==> config.mk <==
export PLATFORM = sky130hd
export DESIGN_NAME = uart_tx_rr_sched_flat
export DESIGN_NICKNAME = d
export VERILOG_FILES = /design/src/rtl/uart_tx_rr_sched_pkg.sv /design/src/rtl/uart_tx_rr_sched_if.sv /design/src/rtl/uart_tx_rr_sched_rr_pick.sv /design/src/rtl/uart_tx_rr_sched.sv /design/src/flat_wrapper.sv
export SDC_FILE = /design/constraint.sdc
export NUM_CORES = 1
export LEC_CHECK = 0
export CAP_MARGIN = 20
export CORE_ASPECT_RATIO = 1.25
export CORE_UTILIZATION = 35
export DETAILED_ROUTE_END_ITERATION = 7
export SLEW_MARGIN = 30
export SYNTH_ARGS = -nofsm -noshare
export SYNTH_HDL_FRONTEND = slang
export SYNTH_SLANG_ARGS = --single-unit
==> constraint.sdc <==
create_clock -name clk -period 3.8 [get_ports clk]
set_input_delay 0.76 -clock clk [delete_from_list [all_inputs] [get_ports clk]]
set_output_delay 0.76 -clock clk [all_outputs]
set_load 0.02 [all_outputs]
==> src/rtl/uart_tx_rr_sched_pkg.sv <==
// rtl/uart_tx_rr_sched_pkg.sv - shared state encoding and defaults for the uart tx scheduler
package uart_tx_rr_sched_pkg;
  localparam int DEFAULT_LEN = 8;

  typedef enum logic [1:0] {
    ST_IDLE      = 2'd0,
    ST_WAIT_DONE = 2'd1,
    ST_GAP       = 2'd2
  } state_t;
endpackage

==> src/rtl/uart_tx_rr_sched_if.sv <==
// rtl/uart_tx_rr_sched_if.sv - requester and uart_tx side signals of the scheduler
interface uart_tx_rr_sched_if
  import uart_tx_rr_sched_pkg::*;
#(
  parameter int N_REQ = 4,
  parameter int LEN   = DEFAULT_LEN
);
  logic [N_REQ-1:0]     req;
  logic [N_REQ*LEN-1:0] req_data;
  logic [N_REQ-1:0]     grant_ack;
  logic [N_REQ-1:0]     done;
  logic                 busy;
  logic                 uart_en;
  logic [LEN-1:0]       uart_data;
  logic                 uart_done_tick;
  logic                 timeout_err;

  modport master (
    output req, req_data, uart_done_tick,
    input  grant_ack, done, busy, uart_en, uart_data, timeout_err
  );

  modport slave (
    input  req, req_data, uart_done_tick,
    output grant_ack, done, busy, uart_en, uart_data, timeout_err
  );
endinterface

==> src/rtl/uart_tx_rr_sched_rr_pick.sv <==
// rtl/uart_tx_rr_sched_rr_pick.sv - combinational rotate-priority picker
// The search starts just after rr_ptr, so the last winner has lowest priority.
module uart_tx_rr_sched_rr_pick #(
  parameter  int N_REQ = 4,
  localparam int IDX_W = $clog2(N_REQ)
) (
  input  logic [N_REQ-1:0] req,
  input  logic [IDX_W-1:0] rr_ptr,
  output logic [N_REQ-1:0] grant,
  output logic [IDX_W-1:0] index,
  output logic             valid
);
  logic [IDX_W-1:0] cand;

  always_comb begin
    grant = '0;
    index = '0;
    valid = 1'b0;
    cand  = '0;
    for (int k = 1; k <= N_REQ; k++) begin
      cand = IDX_W'((int'(rr_ptr) + k) % N_REQ);
      if (!valid && req[cand]) begin
        valid       = 1'b1;
        index       = cand;
        grant[cand] = 1'b1;
      end
    end
  end
endmodule

==> src/rtl/uart_tx_rr_sched.sv <==
// rtl/uart_tx_rr_sched.sv - round-robin sharing of one uart_tx among N_REQ byte producers
// One byte in flight; a watchdog recovers when the serializer never reports done.
module uart_tx_rr_sched
  import uart_tx_rr_sched_pkg::*;
#(
  parameter int N_REQ     = 4,
  parameter int LEN       = DEFAULT_LEN,
  parameter int TIMEOUT_W = 16
) (
  input logic              clk,
  input logic              reset,
  uart_tx_rr_sched_if.slave bus
);
  localparam int IDX_W = $clog2(N_REQ);
  localparam logic [TIMEOUT_W-1:0] WD_MAX = '1;

  state_t               state, state_next;
  logic [IDX_W-1:0]     rr_ptr, owner, pick_index;
  logic [N_REQ-1:0]     pick_grant;
  logic                 pick_valid;
  logic [TIMEOUT_W-1:0] watchdog;
  logic [LEN-1:0]       sel_data, data_q;
  logic [N_REQ-1:0]     grant_ack_q, done_q, grant_ack_next, done_next;
  logic                 uart_en_q, timeout_q, en_next, timeout_next, accept;

  uart_tx_rr_sched_rr_pick #(.N_REQ(N_REQ)) u_pick (
    .req    (bus.req),
    .rr_ptr (rr_ptr),
    .grant  (pick_grant),
    .index  (pick_index),
    .valid  (pick_valid)
  );

  always_comb begin
    sel_data = '0;
    for (int i = 0; i < N_REQ; i++) begin
      if (pick_index == IDX_W'(i)) sel_data = bus.req_data[i*LEN +: LEN];
    end
  end

  always_comb begin
    state_next     = state;
    grant_ack_next = '0;
    done_next      = '0;
    en_next        = 1'b0;
    timeout_next   = 1'b0;
    accept         = 1'b0;
    case (state)
      ST_IDLE: begin
        if (pick_valid) begin
          accept         = 1'b1;
          grant_ack_next = pick_grant;
          en_next        = 1'b1;
          state_next     = ST_WAIT_DONE;
        end
      end
      ST_WAIT_DONE: begin
        // A done tick landing on the expiry cycle still counts as a good transfer.
        if (bus.uart_done_tick) begin
          done_next[owner] = 1'b1;
          state_next       = ST_GAP;
        end else if (watchdog == WD_MAX) begin
          timeout_next = 1'b1;
          state_next   = ST_GAP;
        end
      end
      ST_GAP:  state_next = ST_IDLE;
      default: state_next = ST_IDLE;
    endcase
  end

  always_ff @(posedge clk or posedge reset) begin
    if (reset) state <= ST_IDLE;
    else       state <= state_next;
  end

  always_ff @(posedge clk or posedge reset) begin
    if (reset) begin
      grant_ack_q <= '0;
      done_q      <= '0;
      uart_en_q   <= 1'b0;
      timeout_q   <= 1'b0;
      data_q      <= '0;
      owner       <= '0;
      rr_ptr      <= IDX_W'(N_REQ - 1);
      watchdog    <= '0;
    end else begin
      grant_ack_q <= grant_ack_next;
      done_q      <= done_next;
      uart_en_q   <= en_next;
      timeout_q   <= timeout_next;
      if (accept) begin
        data_q   <= sel_data;
        owner    <= pick_index;
        rr_ptr   <= pick_index;
        watchdog <= '0;
      end else if (state == ST_WAIT_DONE && watchdog != WD_MAX) begin
        watchdog <= watchdog + 1'b1;
      end
    end
  end

  assign bus.grant_ack   = grant_ack_q;
  assign bus.done        = done_q;
  assign bus.uart_en     = uart_en_q;
  assign bus.uart_data   = data_q;
  assign bus.timeout_err = timeout_q;
  assign bus.busy        = (state != ST_IDLE);
endmodule
==> src/flat_wrapper.sv <==
// flat-port wrapper written by rule: the top's interface ports become plain ports
module uart_tx_rr_sched_flat import uart_tx_rr_sched_pkg::*;
#(
  parameter int N_REQ     = 4,
  parameter int LEN       = DEFAULT_LEN,
  parameter int TIMEOUT_W = 16
)
  (clk, reset, bus_req, bus_req_data, bus_uart_done_tick, bus_grant_ack, bus_done, bus_busy, bus_uart_en, bus_uart_data, bus_timeout_err);
  uart_tx_rr_sched_if #(.N_REQ(N_REQ), .LEN(LEN)) bus_i ();
  input logic clk;
  input logic reset;
  input wire logic [$bits(bus_i.req)-1:0] bus_req;
  input wire logic [$bits(bus_i.req_data)-1:0] bus_req_data;
  input wire logic [$bits(bus_i.uart_done_tick)-1:0] bus_uart_done_tick;
  output wire logic [$bits(bus_i.grant_ack)-1:0] bus_grant_ack;
  output wire logic [$bits(bus_i.done)-1:0] bus_done;
  output wire logic [$bits(bus_i.busy)-1:0] bus_busy;
  output wire logic [$bits(bus_i.uart_en)-1:0] bus_uart_en;
  output wire logic [$bits(bus_i.uart_data)-1:0] bus_uart_data;
  output wire logic [$bits(bus_i.timeout_err)-1:0] bus_timeout_err;
  assign bus_i.req = bus_req;
  assign bus_i.req_data = bus_req_data;
  assign bus_i.uart_done_tick = bus_uart_done_tick;
  assign bus_grant_ack = bus_i.grant_ack;
  assign bus_done = bus_i.done;
  assign bus_busy = bus_i.busy;
  assign bus_uart_en = bus_i.uart_en;
  assign bus_uart_data = bus_i.uart_data;
  assign bus_timeout_err = bus_i.timeout_err;
  uart_tx_rr_sched #(.N_REQ(N_REQ), .LEN(LEN), .TIMEOUT_W(TIMEOUT_W)) u_core (.clk(clk), .reset(reset), .bus(bus_i));
endmodule
# Yosys cells after proc, flatten, opt, wreduce, memory -nomap -nowiden

Cells that the tools add are included.

Register bits: 40
Logic and storage cells: 101

Add/subtract/negate cells: 5
$lt $le $gt $ge: 10
Equal/unequal tests: 8
Muxes and demuxes: 49
Bitwise gates (word level): 3
Reductions and logical operators: 17

Operators with widths:

| kind                                                        | count |
|---|---|
| two-way mux 16 bit                                          | 2 |
| two-way mux 4 bit                                           | 8 |
| two-way mux 8 bit                                           | 4 |
| two-way mux 1 bit                                           | 18 |
| adder 16 x 1 -> 16 bit (second input constant)              | 1 |
| == test 16 bit (second input constant)                      | 1 |
| != test 16 bit (second input constant)                      | 1 |
| less-than comparator 2 x 3 -> 1 bit (second input constant) | 5 |
| two-way mux 2 bit                                           | 7 |
| bitwise OR 4 bit                                            | 3 |
| demux 1 bit (select 2 bit)                                  | 5 |
| >= comparator 2 x 1 -> 1 bit (second input constant)        | 5 |
| logical AND 1 bit                                           | 9 |
| binary-select mux 1 bit (select 2 bit)                      | 4 |
| adder 2 x 1 -> 2 bit (second input constant)                | 2 |
| adder 2 bit (second input constant)                         | 2 |
| == test 2 x 1 -> 1 bit (second input constant)              | 2 |
| == test 2 bit (second input constant)                       | 2 |
| zero test 2 bit                                             | 2 |
| one-hot mux 2 bit (2 select lines)                          | 1 |
| nonzero test 2 bit                                          | 2 |
| zero test 1 bit                                             | 3 |
| != test 3 x 2 -> 1 bit (second input constant)              | 1 |
| != test 2 x 1 -> 1 bit (second input constant)              | 1 |
| AND reduction 2 bit                                         | 1 |

# Longest topological paths before layout

Gate-level depths: netlist (run 1).

Depth after elaboration: 18
Depth in mapped cells: 12
Mapped depth without buffers: 8

# Cells and area by module

Synthesis (run 1) repeated with hierarchy kept, for this count alone.

Cell total of the unflattened synthesis: 273
Area, all modules: 2585.0 µm²

Modules (own cells, without submodules):

| module                   | instances | cells each | area an instance (µm²) | sequential area each (µm²) |
|---|---|---|---|---|
| uart_tx_rr_sched         | 1         | 187        | 1955.6                 | 1003.5 |
| uart_tx_rr_sched_rr_pick | 1         | 86         | 629.4                  | 0.0 |

# Worst setup path before layout (run 1)

No wires, ideal clock.

Path kind: reg2reg
Start: register u_core.rr_ptr[0]
End: register u_core.data_q[0], in the netlist u_core.bus.uart_data[0]
Library setup time: 96 ps
Arrival time: 3088 ps
Setup slack: 616 ps
Cell stages (with the launch flop): 9
Buffers on the path: 2
Clock period less this slack: 3184 ps
Cell sequence: dfstp_2 buf_2 clkinv_1 ha_1 clkbuf_1 or4b_2 a41oi_4 mux2_2 a311oi_2

Cells in the longest elaborated chain, start to end: 18
Elaborated cells between the ends (all ways): 36

Ends and longest elaborated chain:

| element                                 | RTL line                       | text |
|---|---|---|
| start: declaration                      | uart_tx_rr_sched.sv:18         | `logic [IDX_W-1:0] rr_ptr, owner, pick_index;` |
| start signal: assignment                | uart_tx_rr_sched.sv:85         | `rr_ptr <= IDX_W'(N_REQ - 1);` |
| start signal: assignment                | uart_tx_rr_sched.sv:95         | `rr_ptr <= pick_index;` |
| adder 2 x 1 -> 2 bit                    | uart_tx_rr_sched_rr_pick.sv:21 | `cand = IDX_W'((int'(rr_ptr) + k) % N_REQ);` |
| binary-select mux 1 bit (select 2 bit)  | uart_tx_rr_sched_rr_pick.sv:22 | `if (!valid && req[cand]) begin` |
| two-way mux 1 bit (implied by the code) | uart_tx_rr_sched_rr_pick.sv:22 |  |
| two-way mux 1 bit                       | uart_tx_rr_sched_rr_pick.sv:22 |  |
| zero test 1 bit                         | uart_tx_rr_sched_rr_pick.sv:22 |  |
| logical AND 1 bit                       | uart_tx_rr_sched_rr_pick.sv:22 |  |
| two-way mux 1 bit                       | uart_tx_rr_sched_rr_pick.sv:22 |  |
| zero test 1 bit                         | uart_tx_rr_sched_rr_pick.sv:22 |  |
| logical AND 1 bit                       | uart_tx_rr_sched_rr_pick.sv:22 |  |
| two-way mux 1 bit                       | uart_tx_rr_sched_rr_pick.sv:22 |  |
| zero test 1 bit                         | uart_tx_rr_sched_rr_pick.sv:22 |  |
| logical AND 1 bit                       | uart_tx_rr_sched_rr_pick.sv:22 |  |
| two-way mux 2 bit                       | uart_tx_rr_sched_rr_pick.sv:22 |  |
| zero test 2 bit                         | uart_tx_rr_sched.sv:37         | `if (pick_index == IDX_W'(i)) sel_data = bus.req_data[i*LEN +: LEN];` |
| two-way mux 8 bit (4 in a row)          | uart_tx_rr_sched.sv:37         |  |
| end signal: assignment                  | uart_tx_rr_sched.sv:93         | `data_q <= sel_data;` |
| end: declaration                        | uart_tx_rr_sched.sv:22         | `logic [LEN-1:0] sel_data, data_q;` |

Several ways; a longest one is shown, not always the timed one. The select of a mux whose other input is x is not followed.
A chain may end at the register's enable or synchronous reset.

# Final worst setup path (run 1)

Start: register u_core.rr_ptr[1]
End: register u_core.data_q[0], in the netlist u_core.bus.uart_data[0]

The elaborated chain is that of the path after synthesis.

==> results of run 1 <==
metal layers:
| metal | up-vias | wire, um | track usage, % |
|---|---|---|---|
| met2 | 41 | 2660 | 28.2 |
| met4 | 0 | 125 | 6.57 |
| met5 | - | 0 | 0 |
| met3 | 10 | 143 | 3.29 |
| met1 | 945 | 2300 | 17.6 |
| li1 | 994 | - | - |
worst paths after layout:
check / start / endpoint / slack, ns / cells past startpoint
worst max register to register: u_core.rr_ptr[1] / u_core.bus.uart_data[0] / 0.64 / 6
worst max-delay path: u_core.rr_ptr[1] / u_core.bus.uart_data[0] / 0.64 / 6
worst min-delay path: u_core.bus.uart_data[4] / u_core.bus.uart_data[4] / 0.48 / 2
max in group asynchronous: reset / u_core.rr_ptr[0] / 2.54 / 3
worst min register to register: u_core.bus.uart_data[4] / u_core.bus.uart_data[4] / 0.48 / 2
min in group asynchronous: reset / u_core.bus.uart_data[2] / 0.89 / 3
power by group through the flow:
stage	combinational, uW	clock [uW]	sequential (uW)
floorplan	848	0	715
global placement	1250	0	665
detailed placement	1250	0	664
CTS	1260	278	657
global route	1370	293	677
finish	1240	264	657
metrics by stage:
| stage | cells | instance area (um2) |
|---|---|---|
| finish | 389 | 3150 |
| global route | 389 | 3150 |
| CTS | 389 | 3150 |
| detailed placement | 382 | 3070 |
| global placement | 382 | 3070 |
| floorplan | 245 | 2410 |
worst max-delay path, stage by stage, from the launching register on:
cell and delay (ns):
dfstp_2 0.69, inv_1 0.18, ha_1 0.45, or4b_2 0.72
a41oi_4 0.41, mux2_2 0.40, a311oi_2 0.22
registers in the layout, summed over array words and instances, names as in the netlist:
register	flops
u_core.watchdog	16
u_core.owner	2
u_core.state	2
u_core.bus.timeout_err	1
u_core.rr_ptr	2
u_core.bus.uart_en	1
u_core.bus.uart_data	8
u_core.bus.grant_ack	4
u_core.bus.done	4
cell usage after synthesis (4+ instances only):
library cell	count
dfrtp_1	38
nand2_1	25
nor2_1	21
mux2i_1	18
o21ai_0	13
clkbuf_1	12
xor2_1	12
a21oi_1	11
mux2_2	10
ha_1	9
and3_1	7
nand4_1	7
a222oi_1	4
inv_1	4
nand3_1	4
nor3_1	4
nor3b_1	4
final cells by class:
cell class	instances	area share, %
multi-input cells	183	41.1
repair buffers	67	20.5
flip-flops and latches	40	31.8
clock inverters	2	0.397
well taps	87	3.45
clock buffers	5	2.18
inverters	5	0.595
cell families after synthesis:
group / synth area share, %
simple gates: 19.6
compound gates: 12.3
flops: 41.6
mux: 12.1
buf+inv: 4.93
xor+xnor: 4.72
fa+ha+maj: 4.67
==> summary.md, run 1 <==
| Metric | Value |
|---|---|
| Post-route minimum period | `3.16 ns` |
| Core footprint | `6610 um2` |
| Reg power frac | `30.3%` |
| Storage cell area | `1000 um2` |
| PwrDens | `687 nW/um2` |
| Layout cells sized above 1 | `11.6%` |
| Tot GR Track Use | `15.5%` |
| Chip Height | `94.8 um` |
| First-pass GRT wire length | `8940 um` |
| P&R area growth vs syn | `30.8%` |
| CTS tree | `done` |
| Pre-CTS setup slack | `0.411 ns` |
| Asr flop ratio synth | `100%` |
| CTS buffer count | `5` |
| Hold Fails Final Rpt | `0` |
| F_max | `316 MHz` |
| Worst Setup Start Kind | `flip-flop` |
| RSZ-0062 raised after global routing | `no` |
| Vias | `1990` |
| Cts-stage hold buffer count | `0` |
| Comb pwr share | `57.5%` |
| Worst Path Max Fanout | `14` |
| Pwr Total | `2170 uW` |
| Iter 0 DRT Violations | `66` |
| Pint | `1270 uW` |
| Routed vias/inst | `5.12` |
| Switch Pwr | `898 uW` |
| Hold WC Path Type | `reg -> reg` |
| IO Pins | `58` |
| Root Buffer Master | `clkbuf_8` |
| Final worst-path setup slack | `0.636 ns` |
| Seq/Total Area, Yosys | `41.6%` |
| FILL cells | `653` |
| Final Skew | `0.00532 ns` |
| Gpl congestion | `0.827` |
| # DRC | `0` |
| Worst Tran Pin Value | `0.695 ns` |
| Die area | `7220 um2` |
| Ant. Diodes | `0` |
| Max VDD drop | `0.313 mV` |
| Worst slew margin | `53.6%` |
| Clock slew at the register clock pins of the worst setup and hold paths | `0.08 ns` |
| Synthesized Nets | `293` |
| Post-CTS sizing | `0` |
| Die span in x | `76.2 um` |
| Post-route ant nets | `0` |
| Outcome | `complete, no violations` |
| Yosys top cell by area | `dfrtp_1` |
| Finished Core Util | `47.7%` |
| Main synth FF type | `dfrtp_1` |
| Share of the synthesized area in the top cell type | `39.5%` |
| Post-Syn Instances | `245` |
| Area of the multi-input gates | `1290 um2` |
| Number of global-route vias before repair | `1977` |
| Final setup vio count | `0` |
| Post-synth EDFFs | `0` |
| Clock share of power | `12.2%` |
| CTS Sinks | `40` |
| CTS max path bufs | `2` |
| Wire length per cell | `13.4 um` |
| Antenna violations before repair | `0` |
| Starting density of the core | `36.5%` |
| Leak pwr | `0.00140 uW` |
| Layout net count | `350` |
| Max Cap Violations | `0` |
| Number of buffers added on ports | `57` |
| Hold WS | `0.483 ns` |
| Nature of the critical path endpoint | `flip-flop` |
| Global route overflow | `0` |
| Commonest cells after routing, fill and taps aside | `clkdlybuf4s50_1 (57), dfrtp_1 (38), nand2_1 (25)` |
| # H-tree levels | `2` |
| Clk_lat worst skew | `0.28 ns` |
| WL final | `5220 um` |
| Post-CTS setup buffers | `0` |
| Yosys cell types | `44` |
| Setup_tns | `0 ns` |
| Placed wire-length estimate | `3850 um` |
| Post-Syn Area per Cell | `9.84 um2` |
| Period utilization | `83.3%` |
| Rows | `33` |
| Largest net degree at the start of global routing | `41` |
| Synth Warn # | `0` |
| WP data arrival | `3.36 ns` |
| Req. time, crit path | `3.99 ns` |
| Top post-synthesis cells by area | `dfrtp_1 (39%), mux2i_1 (7.5%), ha_1 (4.7%)` |
| Slew Limit Fails | `0` |
| Critical path type | `reg -> reg` |
| Cell area after synthesis | `2410 um2` |
| Seq cells post-synth | `40` |
| Most common cell after layout, fill and taps aside | `clkdlybuf4s50_1` |
| DRT Pass-1 Iters | `4` |
| Sw Ratio | `41.4%` |
Power figures use the tool's default switching activity.
==> inputs of run 2 (changes only) <==
clock period = 2.95 ns   (was 3.8 ns; I/O delays follow)
==> summary.md, run 2 (synthesized netlist as in run 1, its figures left out) <==
| Metric | Value |
|---|---|
| Worst slew margin | `65.6% (was 53.6%)` |
| WP data arrival | `2.92 ns (was 3.36 ns)` |
| Vias | `2035 (was 1990)` |
| Nature of the critical path endpoint | `flip-flop (unchanged)` |
| Clock slew at the register clock pins of the worst setup and hold paths | `0.07 ns (was 0.08 ns)` |
| Leak pwr | `0.00148 uW (was 0.00140 uW)` |
| WL final | `5610 um (was 5220 um)` |
| Met3 GRT Util | `3.48% (was 3.29%)` |
| Final Skew | `0.00757 ns (was 0.00532 ns)` |
| Worst Path Max Fanout | `9 (was 14)` |
| Clock share of power | `19.0% (was 12.2%)` |
| Sw Ratio | `37.6% (was 41.4%)` |
| Most flops, register | `u_core.watchdog (unchanged)` |
| Finished Core Util | `50.1% (was 47.7%)` |
| Ant. Diodes | `0 (unchanged)` |
| CTS max path bufs | `2 (unchanged)` |
| Chip Height | `94.8 um (unchanged)` |
| Post-CTS sizing | `0 (unchanged)` |
| Routed vias/inst | `5.11 (was 5.12)` |
| Number of buffers added on ports | `57 (unchanged)` |
| Post-route ant nets | `0 (unchanged)` |
| First-pass GRT wire length | `9600 um (was 8940 um)` |
| Worst path max stage delay | `0.71 ns (was 0.72 ns)` |
| Outcome | `complete, no violations (unchanged)` |
| Switch Pwr | `1210 uW (was 898 uW)` |
| Number of global-route vias before repair | `2043 (was 1977)` |
| CTS tree | `done (unchanged)` |
| Max Cap Violations | `0 (unchanged)` |
| Largest register FFs | `16 (unchanged)` |
| CTS Sinks | `40 (unchanged)` |
| Hold Fails Final Rpt | `0 (unchanged)` |
| Die area | `7220 um2 (unchanged)` |
| Wire length per cell | `14.1 um (was 13.4 um)` |
| Setup slack, reg-to-reg | `0.24 ns (was 0.64 ns)` |
| Worst Setup Start Kind | `flip-flop (unchanged)` |
| Clk_lat worst skew | `0.29 ns (was 0.28 ns)` |
| PwrDens | `976 nW/um2 (was 687 nW/um2)` |
| Largest net degree at the start of global routing | `41 (unchanged)` |
| Gpl congestion | `0.848 (was 0.827)` |
| # H-tree levels | `2 (unchanged)` |
| Worst path cell trace | `inv_1 > ha_1 > or4b_2 > a41oi_4 > buf_12 > mux2_2 > o21ai_0 (was inv_1 > ha_1 > or4b_2 > a41oi_4 > mux2_2 > a311oi_2)` |
| Global route overflow | `0 (unchanged)` |
| Pint | `2020 uW (was 1270 uW)` |
| Final worst-path setup slack | `0.242 ns (was 0.636 ns)` |
| Layout net count | `358 (was 350)` |
| DRT Pass-1 Iters | `4 (unchanged)` |
| Critical path type | `reg -> reg (unchanged)` |
| Tot GR Track Use | `16.8% (was 15.5%)` |
| Hold Crit Start | `u_core.bus.uart_data[6] (was u_core.bus.uart_data[4])` |
| P&R area growth vs syn | `37.3% (was 30.8%)` |
| Cts-stage hold buffer count | `0 (unchanged)` |
| Comb pwr share | `55.9% (was 57.5%)` |
| Setup_tns | `0 ns (unchanged)` |
| Iter 0 DRT Violations | `76 (was 66)` |
| Met2 GRT Util | `31.7% (was 28.2%)` |
| Core footprint | `6610 um2 (unchanged)` |
| Met1 Resource Use GR | `18.6% (was 17.6%)` |
| FF-to-FF path depth | `7 (was 6)` |
| Slowest cell on the critical path | `or4b_2 (unchanged)` |
| Root Buffer Master | `clkbuf_8 (unchanged)` |
| Period utilization | `91.8% (was 83.3%)` |
| RSZ-0062 raised after global routing | `no (unchanged)` |
| Worst Setup EP | `u_core.bus.uart_data[5] (was u_core.bus.uart_data[0])` |
| Worst setup path startpoint | `u_core.rr_ptr[1] (unchanged)` |
| Die span in x | `76.2 um (unchanged)` |
| Starting density of the core | `36.5% (unchanged)` |
| Pre-CTS setup slack | `-0.0389 ns (was 0.411 ns)` |
| Placed wire-length estimate | `4130 um (was 3850 um)` |
| Antenna violations before repair | `0 (unchanged)` |
| Most common cell after layout, fill and taps aside | `clkdlybuf4s50_1 (unchanged)` |
| Commonest cells after routing, fill and taps aside | `clkdlybuf4s50_1 (57), dfrtp_1 (38), nand2_1 (25) (unchanged)` |
| Reg-to-reg startpoint | `u_core.rr_ptr[1] (unchanged)` |
| Worst Tran Pin Value | `0.513 ns (was 0.695 ns)` |
| Req. time, crit path | `3.16 ns (was 3.99 ns)` |
| Post-CTS setup buffers | `0 (unchanged)` |
| Reg power frac | `25.1% (was 30.3%)` |
| Slew Limit Fails | `0 (unchanged)` |
| Rows | `33 (unchanged)` |
| Hold WC Path Type | `reg -> reg (unchanged)` |
| Hold WS | `0.488 ns (was 0.483 ns)` |
| F_max | `369 MHz (was 316 MHz)` |
| RR Endpoint | `u_core.bus.uart_data[5] (was u_core.bus.uart_data[0])` |
| IO Pins | `58 (unchanged)` |
| # DRC | `0 (unchanged)` |
| Post-route minimum period | `2.71 ns (was 3.16 ns)` |
| Layout cells sized above 1 | `14.5% (was 11.6%)` |
| Final setup vio count | `0 (unchanged)` |
| Max VDD drop | `0.442 mV (was 0.313 mV)` |
| Gr busiest metal | `met2 (unchanged)` |
| CTS buffer count | `5 (unchanged)` |
[run 2: final cells by class]
type / count / area [um2]
timing repair buffer: 75 / 718
multi-input combinational: 183 / 1290
clock inverter: 3 / 90.1
fill: 621 / 3300
inverter: 5 / 23.8
sequential: 40 / 1000
clock buffer: 5 / 68.8
tap: 87 / 109
[run 2: critical path, delay by kind of cell, from the launching register on]
| family | cells | cell delay, ns |
|---|---|---|
| AND/OR/NAND/NOR | 1 | 0.71 |
| flip-flops | 1 | 0.61 |
| adder cells (fa/ha/maj) | 1 | 0.38 |
| AO/OA/AOI/OAI | 2 | 0.36 |
| multiplexers | 1 | 0.32 |
| buffers and inverters | 2 | 0.24 |
[run 2: worst min-delay path by stage]
stage,cells after the start,slack (ns),to
floorplan,1,0.45,u_core.bus.done[2]
global placement,2,0.46,u_core.bus.uart_data[2]
detailed placement,2,0.48,u_core.bus.uart_data[6]
CTS,2,0.50,u_core.bus.uart_data[4]
global route,2,0.52,u_core.bus.uart_data[6]
finish,2,0.49,u_core.bus.uart_data[6]
[run 2: metal layers]
layer | routed length [um] | part of all wire [%]
met4 | 118 | 2.1
met2 | 2970 | 53
met5 | 0 | 0
met3 | 159 | 2.8
met1 | 2360 | 42
[run 2: power by group through the flow]
stage | Combinational [uW] | Sequential (uW) | Clock [uW]
5_1_grt | 1970 | 836 | 652
4_1_cts | 1820 | 812 | 632
3_3_place_gp | 1790 | 821 | 0
6_report | 1800 | 810 | 614
2_1_floorplan | 1110 | 922 | 0
3_5_place_dp | 1810 | 822 | 0
[run 2: per-stage QoR]
step	power [uW]	cell area (um2)	cells
5_1_grt	3460	3310	398
2_1_floorplan	2030	2420	245
4_1_cts	3260	3310	398
3_3_place_gp	2610	3150	390
6_report	3230	3310	398
3_5_place_dp	2630	3150	390
==> inputs of run 3 (changes only) <==
CORE_MARGIN = 4   (was not set)
GPL_TIMING_DRIVEN = 1   (was not set)
==> summary.md, run 3 (synthesized netlist as in run 1, its figures left out) <==
| Metric | Value |
|---|---|
| Outcome | `complete, no violations (unchanged)` |
| DRT Pass-1 Iters | `4 (unchanged)` |
| Req. time, crit path | `3.15 ns (was 3.16 ns)` |
| Iter 0 DRT Violations | `90 (was 76)` |
| Routed vias/inst | `4.90 (was 5.11)` |
| CTS Sinks | `40 (unchanged)` |
| Reg-to-reg startpoint | `u_core.rr_ptr[1] (unchanged)` |
| Layout cells sized above 1 | `14.5% (unchanged)` |
| Global route overflow | `0 (unchanged)` |
| Pwr Total | `2940 uW (was 3230 uW)` |
| FILL cells | `639 (was 621)` |
| Worst Setup Start Kind | `input pin (was flip-flop)` |
| Slowest cell on the critical path | `clkdlybuf4s50_1 (was or4b_2)` |
| Hold path depth | `2 (unchanged)` |
| First-pass GRT wire length | `9170 um (was 9600 um)` |
| Worst path cell trace | `clkdlybuf4s50_1 > or3b_1 > a2111o_1 > and2_1 > a41oi_4 > buf_4 > mux2_2 > o21ai_0 (was inv_1 > ha_1 > or4b_2 > a41oi_4 > buf_12 > mux2_2 > o21ai_0)` |
| RR Endpoint | `u_core.bus.uart_data[5] (unchanged)` |
| Placed inst area | `3140 um2 (was 3150 um2)` |
| Worst slew margin | `66.7% (was 65.6%)` |
| Number of buffers added on ports | `57 (unchanged)` |
| Setup slack, reg-to-reg | `0.30 ns (was 0.24 ns)` |
| Cts-stage hold buffer count | `0 (unchanged)` |
| Slew Limit Fails | `0 (unchanged)` |
| Most common cell after layout, fill and taps aside | `clkdlybuf4s50_1 (unchanged)` |
| Largest register FFs | `16 (unchanged)` |
| Post-route minimum period | `2.70 ns (was 2.71 ns)` |
| Most flops, register | `u_core.watchdog (unchanged)` |
| Final setup vio count | `0 (unchanged)` |
| # DRC | `0 (unchanged)` |
| P&R area growth vs syn | `34.2% (was 37.3%)` |
| Post-CTS sizing | `0 (unchanged)` |
| Root Buffer Master | `clkbuf_8 (unchanged)` |
| Final Skew | `0.00682 ns (was 0.00757 ns)` |
| Die area | `8280 um2 (was 7220 um2)` |
| Largest net degree at the start of global routing | `41 (unchanged)` |
| Hold WC Path Type | `reg -> reg (unchanged)` |
| Buf/Inv on CP | `2 (unchanged)` |
| Clk_lat worst skew | `0.29 ns (about the same)` |
| Period utilization | `91.6% (was 91.8%)` |
| Hold WS | `0.480 ns (was 0.488 ns)` |
| # H-tree levels | `2 (unchanged)` |
| Tot GR Track Use | `14.1% (was 16.8%)` |
| Clock slew at the register clock pins of the worst setup and hold paths | `0.08 ns (was 0.07 ns)` |
| PwrDens | `909 nW/um2 (was 976 nW/um2)` |
| Core footprint | `6650 um2 (was 6610 um2)` |
| WP data arrival | `2.91 ns (was 2.92 ns)` |
| RSZ-0062 raised after global routing | `no (unchanged)` |
| Post-route ant nets | `0 (unchanged)` |
| FF-to-FF path depth | `7 (unchanged)` |
| Finished Core Util | `48.7% (was 50.1%)` |
| Post-CTS setup buffers | `0 (unchanged)` |
| Critical path type | `in -> reg (was reg -> reg)` |
| Max VDD drop | `0.379 mV (was 0.442 mV)` |
| Max Cap Violations | `0 (unchanged)` |
| Rows | `33 (unchanged)` |
| WL final | `5370 um (was 5610 um)` |
| Placed wire-length estimate | `4060 um (was 4130 um)` |
| Worst path max stage delay | `0.48 ns (was 0.71 ns)` |
| Hold Crit Start | `u_core.bus.uart_data[4] (was u_core.bus.uart_data[6])` |
| Hold Fails Final Rpt | `0 (unchanged)` |
| Antenna violations before repair | `0 (unchanged)` |
| Chip Height | `101 um (was 94.8 um)` |
| Post-route cell area | `3230 um2 (was 3310 um2)` |
| Worst Path Max Fanout | `6 (was 9)` |
| IO Pins | `58 (unchanged)` |
| Cell family with most CP delay | `compound AO/OA/AOI/OAI gates (was simple AND/OR/NAND/NOR gates)` |
| Starting density of the core | `36.3% (was 36.5%)` |
| Area of the multi-input gates | `1290 um2 (unchanged)` |
| Worst Tran Pin Value | `0.495 ns (was 0.513 ns)` |
| Commonest cells after routing, fill and taps aside | `clkdlybuf4s50_1 (57), dfrtp_1 (38), nand2_1 (25) (unchanged)` |
| Vias | `1952 (was 2035)` |
| Gpl congestion | `0.785 (was 0.848)` |
| CTS buffer count | `5 (unchanged)` |
| CTS max path bufs | `2 (unchanged)` |
| Leak pwr | `0.00144 uW (was 0.00148 uW)` |
| Wire length per cell | `13.5 um (was 14.1 um)` |
| Nature of the critical path endpoint | `flip-flop (unchanged)` |
| Layout net count | `358 (unchanged)` |
| Storage cell area | `1000 um2 (unchanged)` |
| Number of global-route vias before repair | `1964 (was 2043)` |
| Die span in x | `82.2 um (was 76.2 um)` |
| Hold EP | `u_core.bus.uart_data[4] (was u_core.bus.uart_data[6])` |
| F_max | `370 MHz (was 369 MHz)` |
| CTS tree | `done (unchanged)` |
| Ant. Diodes | `0 (unchanged)` |
-- run 3: cell types whose count changed in the layout (fill, tap and decap cells not counted) --
cell	delta
buf_12	-1
buf_4	+1
bufinv_16	-3
clkbuf_8	+1
clkinvlp_4	+2
-- run 3: metal layers --
layer / share of wire (%) / vias up / track usage [%]
li1: - / 1002 / -
met1: 41 / 913 / 16.4
met2: 55 / 35 / 25.7
met3: 3.6 / 2 / 3.13
met4: 0.35 / 0 / 3.07
met5: 0 / - / 0
-- run 3: power breakdown --
group          switching, uW  internal, uW
clock network            190           189
registers               89.8           713
logic                    908           849
total                   1190          1750
-- run 3: how the worst max path moves through the flow --
stage | end | slack, ns | cells after the start | from
6_report | u_core.bus.uart_data[5] | 0.25 | 8 | bus_req[1]
5_1_grt | u_core.bus.uart_data[5] | 0.15 | 8 | bus_req[1]
4_1_cts | u_core.bus.uart_data[5] | 0.24 | 8 | bus_req[1]
3_5_place_dp | u_core.bus.uart_data[7] | -0.05 | 8 | bus_req[1]
3_3_place_gp | u_core.bus.uart_data[7] | -0.02 | 8 | bus_req[1]
2_1_floorplan | u_core.bus.uart_data[0] | 0.03 | 8 | u_core.rr_ptr[0]
-- run 3: layout make-up --
class | instances | share of cell area (%)
clock buffer | 6 | 2.55
clock inverter | 2 | 0.464
inverter | 5 | 0.735
multi-input combinational | 183 | 40.0
sequential | 40 | 31.0
tap | 87 | 3.37
timing repair buffer | 75 | 21.8
-- run 3: tightest hold or removal path: cells and delay by family (launching register included) --
kind | cells | cell delay, ns
AND/OR/NAND/NOR | 1 | 0.04
AO/OA/AOI/OAI | 1 | 0.06
flip-flops | 1 | 0.34
-- run 3: through the flow --
stage,worst slack [ns],TNS [ns],instances
floorplan,0.0349,0,245
global placement,-0.0200,-0.0698,390
detailed placement,-0.0475,-0.194,390
CTS,0.238,0,398
global route,0.150,0,398
finish,0.249,0,398
